[config.mk]
export PLATFORM = sky130hd
export DESIGN_NAME = straight_move_gen
export DESIGN_NICKNAME = d
export VERILOG_FILES = /design/src/rtl/chess_pkg.sv /design/src/rtl/ray_step.sv /design/src/rtl/straight_move_gen.sv
export SDC_FILE = /design/constraint.sdc
export NUM_CORES = 1
export LEC_CHECK = 0
export BUFFER_PORTS_ARGS = -buffer_cell sky130_fd_sc_hd__buf_2
export CORE_ASPECT_RATIO = 0.6
export CORE_UTILIZATION = 50
export CTS_BUF_LIST = sky130_fd_sc_hd__clkbuf_4 sky130_fd_sc_hd__clkbuf_8
export CTS_CLUSTER_SIZE = 24
export DETAILED_ROUTE_END_ITERATION = 6
export PLACE_DENSITY = 0.81
export SYNTH_ARGS = -nofsm -noshare
export SYNTH_HDL_FRONTEND = slang
export SYNTH_SLANG_ARGS = --single-unit
[constraint.sdc]
create_clock -name clk -period 3.2 [get_ports clk]
set_input_delay 0.32 -clock clk [delete_from_list [all_inputs] [get_ports clk]]
set_output_delay 0.32 -clock clk [all_outputs]
set_load 0.01 [all_outputs]
[src/rtl/chess_pkg.sv]
// chess_pkg: shared board geometry, direction/piece/colour codes and ray steps for the move engine
package chess_pkg;
  localparam int BOARD_DIM = 8;
  localparam int SQ_W = 6;
  localparam int COORD_W = SQ_W / 2;
  localparam logic [COORD_W-1:0] EDGE_HI = COORD_W'(BOARD_DIM - 1);
  typedef enum logic [1:0] {UP = 2'b00, LEFT = 2'b01, RIGHT = 2'b10, DOWN = 2'b11} dir_t;
  typedef enum logic [2:0] {EMPTY = 3'd0, PAWN, KNIGHT, BISHOP, ROOK, QUEEN, KING} piece_t;
  typedef enum logic {WHITE = 1'b0, BLACK = 1'b1} color_t;
  typedef enum logic [2:0] {IDLE, CHECK, REQ, WAIT, MARK, NEXT, DONE} state_t;
  localparam logic [SQ_W-1:0] STEP_UP = SQ_W'(BOARD_DIM);
  localparam logic [SQ_W-1:0] STEP_DOWN = SQ_W'(-BOARD_DIM);
  localparam logic [SQ_W-1:0] STEP_RIGHT = SQ_W'(1);
  localparam logic [SQ_W-1:0] STEP_LEFT = SQ_W'(-1);
endpackage

[src/rtl/ray_step.sv]
// ray_step: next square along a straight ray and whether the square already sits on that ray's board edge
module ray_step
  import chess_pkg::*;
(
  input  logic [SQ_W-1:0] sq,
  input  dir_t            dir,
  output logic [SQ_W-1:0] next_sq,
  output logic            at_edge
);
  logic [COORD_W-1:0] row, col;
  // split the square into row/col, pick the edge test and step for the direction
  always_comb begin
    row = sq[SQ_W-1:COORD_W];
    col = sq[COORD_W-1:0];
    at_edge = dir == UP ? row == EDGE_HI :
              dir == DOWN ? row == '0 :
              dir == RIGHT ? col == EDGE_HI : col == '0;
    next_sq = sq + (dir == UP ? STEP_UP :
                    dir == DOWN ? STEP_DOWN :
                    dir == RIGHT ? STEP_RIGHT : STEP_LEFT);
  end
endmodule

[src/rtl/straight_move_gen.sv]
// straight_move_gen: rook/queen straight-line target mask builder driving the ray scanner (CAPTURE_MASK_EN adds capture_mask)
module straight_move_gen
  import chess_pkg::*;
(
  input  logic            clk,
  input  logic            rst_n,
  input  logic            start,
  input  logic [SQ_W-1:0] start_pos,
  input  logic            mover_color,
  output logic            busy,
  output logic            done,
`ifdef CAPTURE_MASK_EN
  output logic [63:0]     capture_mask,
`endif
  output logic [63:0]     move_mask,
  output logic            scan_req,
  output logic [SQ_W-1:0] scan_pos,
  output logic [1:0]      scan_dir,
  input  logic            scan_valid,
  input  logic [SQ_W-1:0] nearest_pos,
  input  logic [2:0]      nearest_piece,
  input  logic            nearest_color
);
  state_t          state;
  dir_t            dir;
  logic [SQ_W-1:0] origin, cursor, near_pos, rs_sq, next_sq;
  logic [2:0]      near_piece;
  logic            color, near_color, at_edge;
  // the origin is stepped while checking/waiting, the cursor while walking the ray
  assign rs_sq = state == MARK ? cursor : origin;
  ray_step u_step (.sq(rs_sq), .dir(dir), .next_sq(next_sq), .at_edge(at_edge));
  // sequencer: per direction check edge, request a scan, wait for the result, walk the ray
  always_ff @(posedge clk or negedge rst_n)
    if (!rst_n) begin
      state <= IDLE;
      busy <= 1'b0;
      done <= 1'b0;
      scan_req <= 1'b0;
      move_mask <= '0;
`ifdef CAPTURE_MASK_EN
      capture_mask <= '0;
`endif
      scan_pos <= '0;
      scan_dir <= '0;
      origin <= '0;
      color <= 1'b0;
      dir <= UP;
      cursor <= '0;
      near_pos <= '0;
      near_piece <= EMPTY;
      near_color <= 1'b0;
    end else begin
      done <= 1'b0;
      scan_req <= 1'b0;
      case (state)
        IDLE: if (start) begin
          origin <= start_pos;
          color <= mover_color;
          move_mask <= '0;
`ifdef CAPTURE_MASK_EN
          capture_mask <= '0;
`endif
          dir <= UP;
          busy <= 1'b1;
          state <= CHECK;
        end
        CHECK: if (at_edge) state <= NEXT;
        else begin
          scan_req <= 1'b1;
          scan_pos <= origin;
          scan_dir <= dir;
          state <= REQ;
        end
        REQ: state <= WAIT;
        WAIT: if (scan_valid) begin
          near_pos <= nearest_pos;
          near_piece <= nearest_piece;
          near_color <= nearest_color;
          cursor <= next_sq;
          state <= MARK;
        end
        MARK: if (cursor == near_pos) begin
          if (near_piece == EMPTY || near_color != color) move_mask[cursor] <= 1'b1;
`ifdef CAPTURE_MASK_EN
          if (near_piece != EMPTY && near_color != color) capture_mask[cursor] <= 1'b1;
`endif
          state <= NEXT;
        end else begin
          move_mask[cursor] <= 1'b1;
          if (at_edge) state <= NEXT;
          else cursor <= next_sq;
        end
        NEXT: if (dir == DOWN) begin
          done <= 1'b1;
          state <= DONE;
        end else begin
          dir <= dir_t'(dir + 2'd1);
          state <= CHECK;
        end
        DONE: begin
          busy <= 1'b0;
          state <= IDLE;
        end
        default: state <= IDLE;
      endcase
    end
endmodule
==> results of run 1 <==
## synth_stat cells, types with 2 or more instances
master     instances  area, um2
a21o_1             3       22.5
a21oi_1           54        270
a22o_1             6       52.6
a2bb2oi_1          2       17.5
buf_2              6       30.0
clkbuf_1          11       41.3
dfrtp_1          103       2580
ha_1               9        113
inv_1             11       41.3
mux2_2            23        259
mux2i_1            2       20.0
nand2_1           60        225
nand2b_1           7       43.8
nand3_1            3       15.0
nand4_1            4       25.0
nor2_1            71        267
nor2b_1            3       18.8
nor3_1             6       30.0
o211ai_1           2       15.0
o21ai_0           18       90.1
o21ai_1            2       10.0
o22ai_1            2       12.5
o31ai_1            4       30.0
or2_2              6       37.5
or3_1              6       37.5
xnor2_1           10       87.6
## through the flow
stage | hold WS, ps | utilization | cells
after floorplan | 24.4 | - | 453
after global placement | 445 | 0.595 | 647
after detailed placement | 450 | 0.595 | 647
after CTS | 35.1 | 0.618 | 663
after global routing | 75.3 | 0.618 | 663
final | 17.9 | 0.618 | 663
## final timing paths
path	start	end	slack, ps	cells after the start
worst max-delay path	state[1]	cursor[5]	290	10
worst min-delay path	rst_n	move_mask[37]	20	1
worst max register to register	state[1]	cursor[5]	290	10
worst min register to register	move_mask[44]	move_mask[44]	490	2
max in group asynchronous	rst_n	move_mask[1]	2410	2
min in group clk	start_pos[5]	origin[5]	130	3
## worst max-delay path, cell delays in order (launching register included)
cell	delay, ps
dfrtp_1	550
or3b_4	560
nand2_1	100
nand2_1	70
ha_1	320
a211oi_1	360
nor4b_1	110
nor3_1	300
xor2_1	120
mux2_2	270
o21ai_1	80
## report_power, final
part / total, uW / switching (uW) / internal [uW]
logic: 2090 / 1180 / 913
registers: 2060 / 398 / 1670
clock network: 831 / 461 / 370
total: 4990 / 2040 / 2950
## registers in the layout (all words and copies together), names as in the netlist, 2 cells and up
signal and count:
cursor 6, state 3, scan_dir 2, scan_pos 6, move_mask 64, near_pos 6
origin 6, dir 2, near_piece 3
## cell families after synthesis
family / Yosys count / share of synthesized area
AO/OA/AOI/OAI: 98 / 0.122
XOR/XNOR: 11 / 0.0210
adder cells (fa/ha/maj): 10 / 0.0289
buffers and inverters: 29 / 0.0254
flip-flops: 103 / 0.562
multiplexers: 26 / 0.0657
AND/OR/NAND/NOR: 176 / 0.175
## layout make-up
| class | instances | area (um2) |
|---|---|---|
| inverter | 11 | 41.3 |
| tap | 112 | 140 |
| timing repair buffer | 100 | 515 |
| sequential | 103 | 2580 |
| fill | 730 | 3320 |
| multi-input combinational | 321 | 1890 |
| clock buffer | 9 | 124 |
| clock inverter | 7 | 77.6 |
## metal layers
layer  up-vias  part of all wire  global-route usage
li1       1734                 -                   -
met1      1815              0.49               0.371
met2       156              0.42               0.375
met3        12             0.076              0.0611
met4         0            0.0085              0.0585
met5         -                 0                   0
==> results.md, run 1 <==
* Total number of vias at about 3,700
* Primary FF master, synth: dfrtp_1
* # IOs at 96
* Drc violations at 9
* N_diodes at 0
* Placed Area at 5170 um2
* Initial drt markers at just under 300
* DPL Wire Length at 8230 um
* Post-route setup TNS at 0 ps
* Global Route Usage Sum at 0.252
* GPL Wtd Cong at between 0.8 and 0.9
* Congestion Overflow GR at 0
* Synth unique cells at 45
* Worst slew margin at 0.312
* Status: finished with violations
* Pre-CTS setup slack at around 320 ps
* Number of synthesized flops with an enable pin at 0
* Root buf cell: clkbuf_8
* First-pass GRT wire length at between 15,000 and 20,000 um
* Register area share after synthesis at 0.562
* CP required at 3510 ps
* Area grow syn2layout at 17.1%
* Syn nets at a little under 500
* Vias in the first global route at 3,587
* Post_cts resized at 0
* Setup CP Type: reg -> reg
* RSZ-0062 raised after global routing: no
* Setup bufs post-CTS at 0
* Final worst path period share at 0.910
* Failing checks: design-rule violations
* CTS buffer count at 9
* Hold buffer count at cts at 0
* Initial DRT Pass Iterations at 7
* Pleak at 0.00281 uW
* Clk slew on worst S/H paths at 100 ps
* Crit path DAT at between 3000 and 4000 ps
* Number of routed nets with antenna violations at 0
* Via/cell ratio at between 5 and 6
* Max-slew violation count at 0
* Clock sink count at 103
* Largest net degree at the start of global routing at 66
* Worst-margin pin slew at ~1000 ps
* Pwr Density at 929 nW/um2
* Post-route cell area at between 5000 and 6000 um2
* Final Skew at 12.0 ps
* Mapped cell area at 4590 um2
* Commonest non-fill, non-tap cell in the layout: dfrtp_1
* Overall Power at 4990 uW
* Port bufs at between 90 and 100
* Clk buf depth at 2
* Initial antenna violation count at 0
* Startpoint types: register
* TritonCTS clock tree: built
* Wirelength, routed at between 10,000 and 15,000 um
* Endpoints failing hold at 0
* DIE AREA at 9570 um2
* Fmax achieved at between 0.3 and 0.4 GHz
* Most frequent cells in the layout: dfrtp_1 (103), buf_2 (94), nor2_1 (71), nand2_1 (60), a21oi_1 (54)
* Tmin final at 2910 ps
* H-Tree Depth at 3
* Syn. warnings at 0
* Hold crit path type: in -> async
* Final Net Count at 577
* Seq cells post-synth at ~100
* Core Box Area at 8690 um2
* Peak VDD IR at 416 uV
* Maxcap violations at 0
* Crit path max fanout at 14
* Clk_lat worst skew at 380 ps
* Final setup fails at 0
* Crit path capture type: register
* Cell count after synthesis at 453
* Die Ht at 76.2 um
* Initial core utilization at 0.528
* Setup WS post-layout at 289 ps
* Ys async rst share at 1.00
* Row cnt at 26
* Avg WL per Cell at 16.8 um
* Synthesized area per cell at just over 10 um2
* Die width at 126 um
* Share of cells above drive strength 1 at 0.278
Power figures use the tool's default switching activity.
==> inputs of run 2 (changes only) <==
--- a/config.mk
+++ b/config.mk
@@ -6,7 +6,7 @@
 export NUM_CORES = 1
 export LEC_CHECK = 0
 export BUFFER_PORTS_ARGS = -buffer_cell sky130_fd_sc_hd__buf_2
-export CORE_ASPECT_RATIO = 0.6
+export CORE_ASPECT_RATIO = 1.4
 export CORE_UTILIZATION = 50
 export CTS_BUF_LIST = sky130_fd_sc_hd__clkbuf_4 sky130_fd_sc_hd__clkbuf_8
 export CTS_CLUSTER_SIZE = 24
==> results.md, run 2 (synthesis results as in run 1) <==
* Port bufs at 95 (unchanged)
* Root buf cell: clkbuf_8
* Setup bufs post-CTS at 0 (unchanged)
* Tmin final at 2780 ps (-127 ps)
* GPL Wtd Cong at 0.906 (+2.4%)
* Final setup fails at 0 (unchanged)
* Share of cells above drive strength 1 at 0.278 (+0.000804)
* Startpoint types: register
* Final Skew at 9.75 ps (-2.21 ps)
* Crit path max fanout at 14 (unchanged)
* Post-route setup TNS at 0 ps (unchanged)
* Number of routed nets with antenna violations at 0 (unchanged)
* Met3 wire length at 576 um (-31%)
* Initial DRT Pass Iterations at 6 (-1)
* Worst R2R Setup Slack at 420 ps (+130 ps)
* Initial drt markers at 170 (-41%)
* Setup CP Type: reg -> reg
* Max FFs per register at 64 (unchanged)
* Vias in the first global route at 3,772 (+5.2%)
* Fillers at 759 (+4.0%)
* HP Start: start_pos[1]
* Row cnt at 41 (+58%)
* RSZ-0062 raised after global routing: no
* R2R Path End: cursor[5]
* Core Box Area at 8980 um2 (+3.4%)
* DIE AREA at 9570 um2 (about the same)
* TritonCTS clock tree: built
* Placed Area at 5170 um2 (about the same)
* Wirelength, routed at 11,200 um (+1.2%)
* Hold Path Sink: origin[1]
* Area grow syn2layout at 17.7%
* Clock sink count at 103 (unchanged)
* Initial core utilization at 0.511 (-0.0171)
* Via/cell ratio at 5.58 (-0.55%)
* Reg2Reg Depth at 10 (unchanged)
* N_diodes at 0 (unchanged)
* Reg with most FFs: move_mask
* FF-to-FF Start: state[0]
* Final worst path period share at 0.870 (-0.0398)
* Clk buf depth at 2 (unchanged)
* Crit path capture type: register
* Final Net Count at 579 (+0.35%)
* Clk slew on worst S/H paths at 100 ps (about the same)
* Post-Route M1 WL at 4570 um (-16%)
* Drc violations at 0 (-9)
* Avg WL per Cell at 17.0 um (+1.6%)
* H-Tree Depth at 3 (unchanged)
* Endpoints failing hold at 0 (unchanged)
* Die width at 83.0 um (-34%)
* Top Metal Used: met4
* Commonest non-fill, non-tap cell in the layout: dfrtp_1
* Clk_lat worst skew at 370 ps (about the same)
* Total number of vias at 3,680 (-1.0%)
* Most frequent cells in the layout: dfrtp_1 (103), buf_2 (94), nor2_1 (71), nand2_1 (60), a21oi_1 (54)
* Congestion Overflow GR at 0 (unchanged)
* CTS buffer count at 9 (unchanged)
* Die Ht at 115 um (+51%)
* # IOs at 96 (unchanged)
* Hold depth at 3
* Initial antenna violation count at 0 (unchanged)
* Post-route cell area at 5400 um2 (+0.56%)
* Met2 WL post-DR at 5880 um (+24%)
* Worst-margin pin slew at 1020 ps (-10.4 ps)
* Pwr Density at 935 nW/um2 (+0.66%)
* First-pass GRT wire length at 18,300 um (-1.7%)
* Hold crit path type: in -> reg
* Worst slew margin at 0.319 (+0.00694)
* CP required at 3500 ps (about the same)
* Pleak at 0.00284 uW (+0.78%)
* Maxcap violations at 0 (unchanged)
* Largest net degree at the start of global routing at 44 (-33%)
* Crit path DAT at 3090 ps (-130 ps)
* Fmax achieved at 0.359 GHz (+4.6%)
* DPL Wire Length at 8160 um (-0.87%)
* Max-slew violation count at 0 (unchanged)
* Status: complete, no violations
* Peak VDD IR at 573 uV (+38%)
* Global Route Usage Sum at 0.245 (-0.00643)
==> run 2: cell count changes in the layout (fill, tap and decap cells not counted), sizes merged <==
cell,change
buf,+1
bufinv,+1
clkinv,+2
clkinvlp,-1
dlygate4sd3,+1
inv,-2
==> run 2: area by class of cell <==
type	count	area, um2	area share
Timing Repair Buffer	102	533	0.0987
Sequential cell	103	2580	0.477
Clock buffer	9	124	0.0229
Inverter	11	41.3	0.00765
Tap cell	107	134	0.0248
Multi-Input combinational cell	321	1890	0.351
Clock inverter	7	96.3	0.0178
==> run 2: what timing repair did <==
item / 4_1_cts / 5_1_grt
gates resized for setup: 0 / 0
hold endpoints to repair: 41 / 0
hold buffers: 1 / 0
==> run 2: per-stage QoR <==
step                cells  setup WS [ps]  hold WS [ps]   util  total power [uW]
floorplan             453            649          24.4      -              3520
global placement      643            529           330  0.576              4080
detailed placement    643            441           345  0.576              4170
CTS                   660            427           120  0.602              5070
global route          660            244           129  0.602              5400
finish                660            417           138  0.602              5050
==> run 2: layer usage <==
layer | GRT usage | vias to the layer above
met5 | 0 | -
met4 | 0.100 | 0
met3 | 0.0574 | 15
met2 | 0.434 | 111
met1 | 0.288 | 1822
li1 | - | 1732
==> run 2: power breakdown <==
group	internal, uW	switching, uW
Combinational	922	1190
Clock	444	459
Sequential	1670	371
==> run 2: worst max path at each step <==
stage	cells past startpoint	slack, ps	start	end
after detailed placement	10	440	state[0]	cursor[5]
final	10	420	state[0]	cursor[5]
after floorplan	11	650	state[2]	cursor[5]
after CTS	10	430	state[0]	cursor[5]
after global placement	10	530	state[0]	cursor[5]
after global routing	10	240	state[0]	cursor[5]
==> run 2: worst max-delay path, cell delays in order, from the launching register on <==
cell,delay [ps]
dfrtp_1,500
or3b_4,520
nand2_1,100
nand2_1,80
ha_1,310
a211oi_1,360
nor4b_1,100
nor3_1,300
xor2_1,110
mux2_2,270
o21ai_1,70
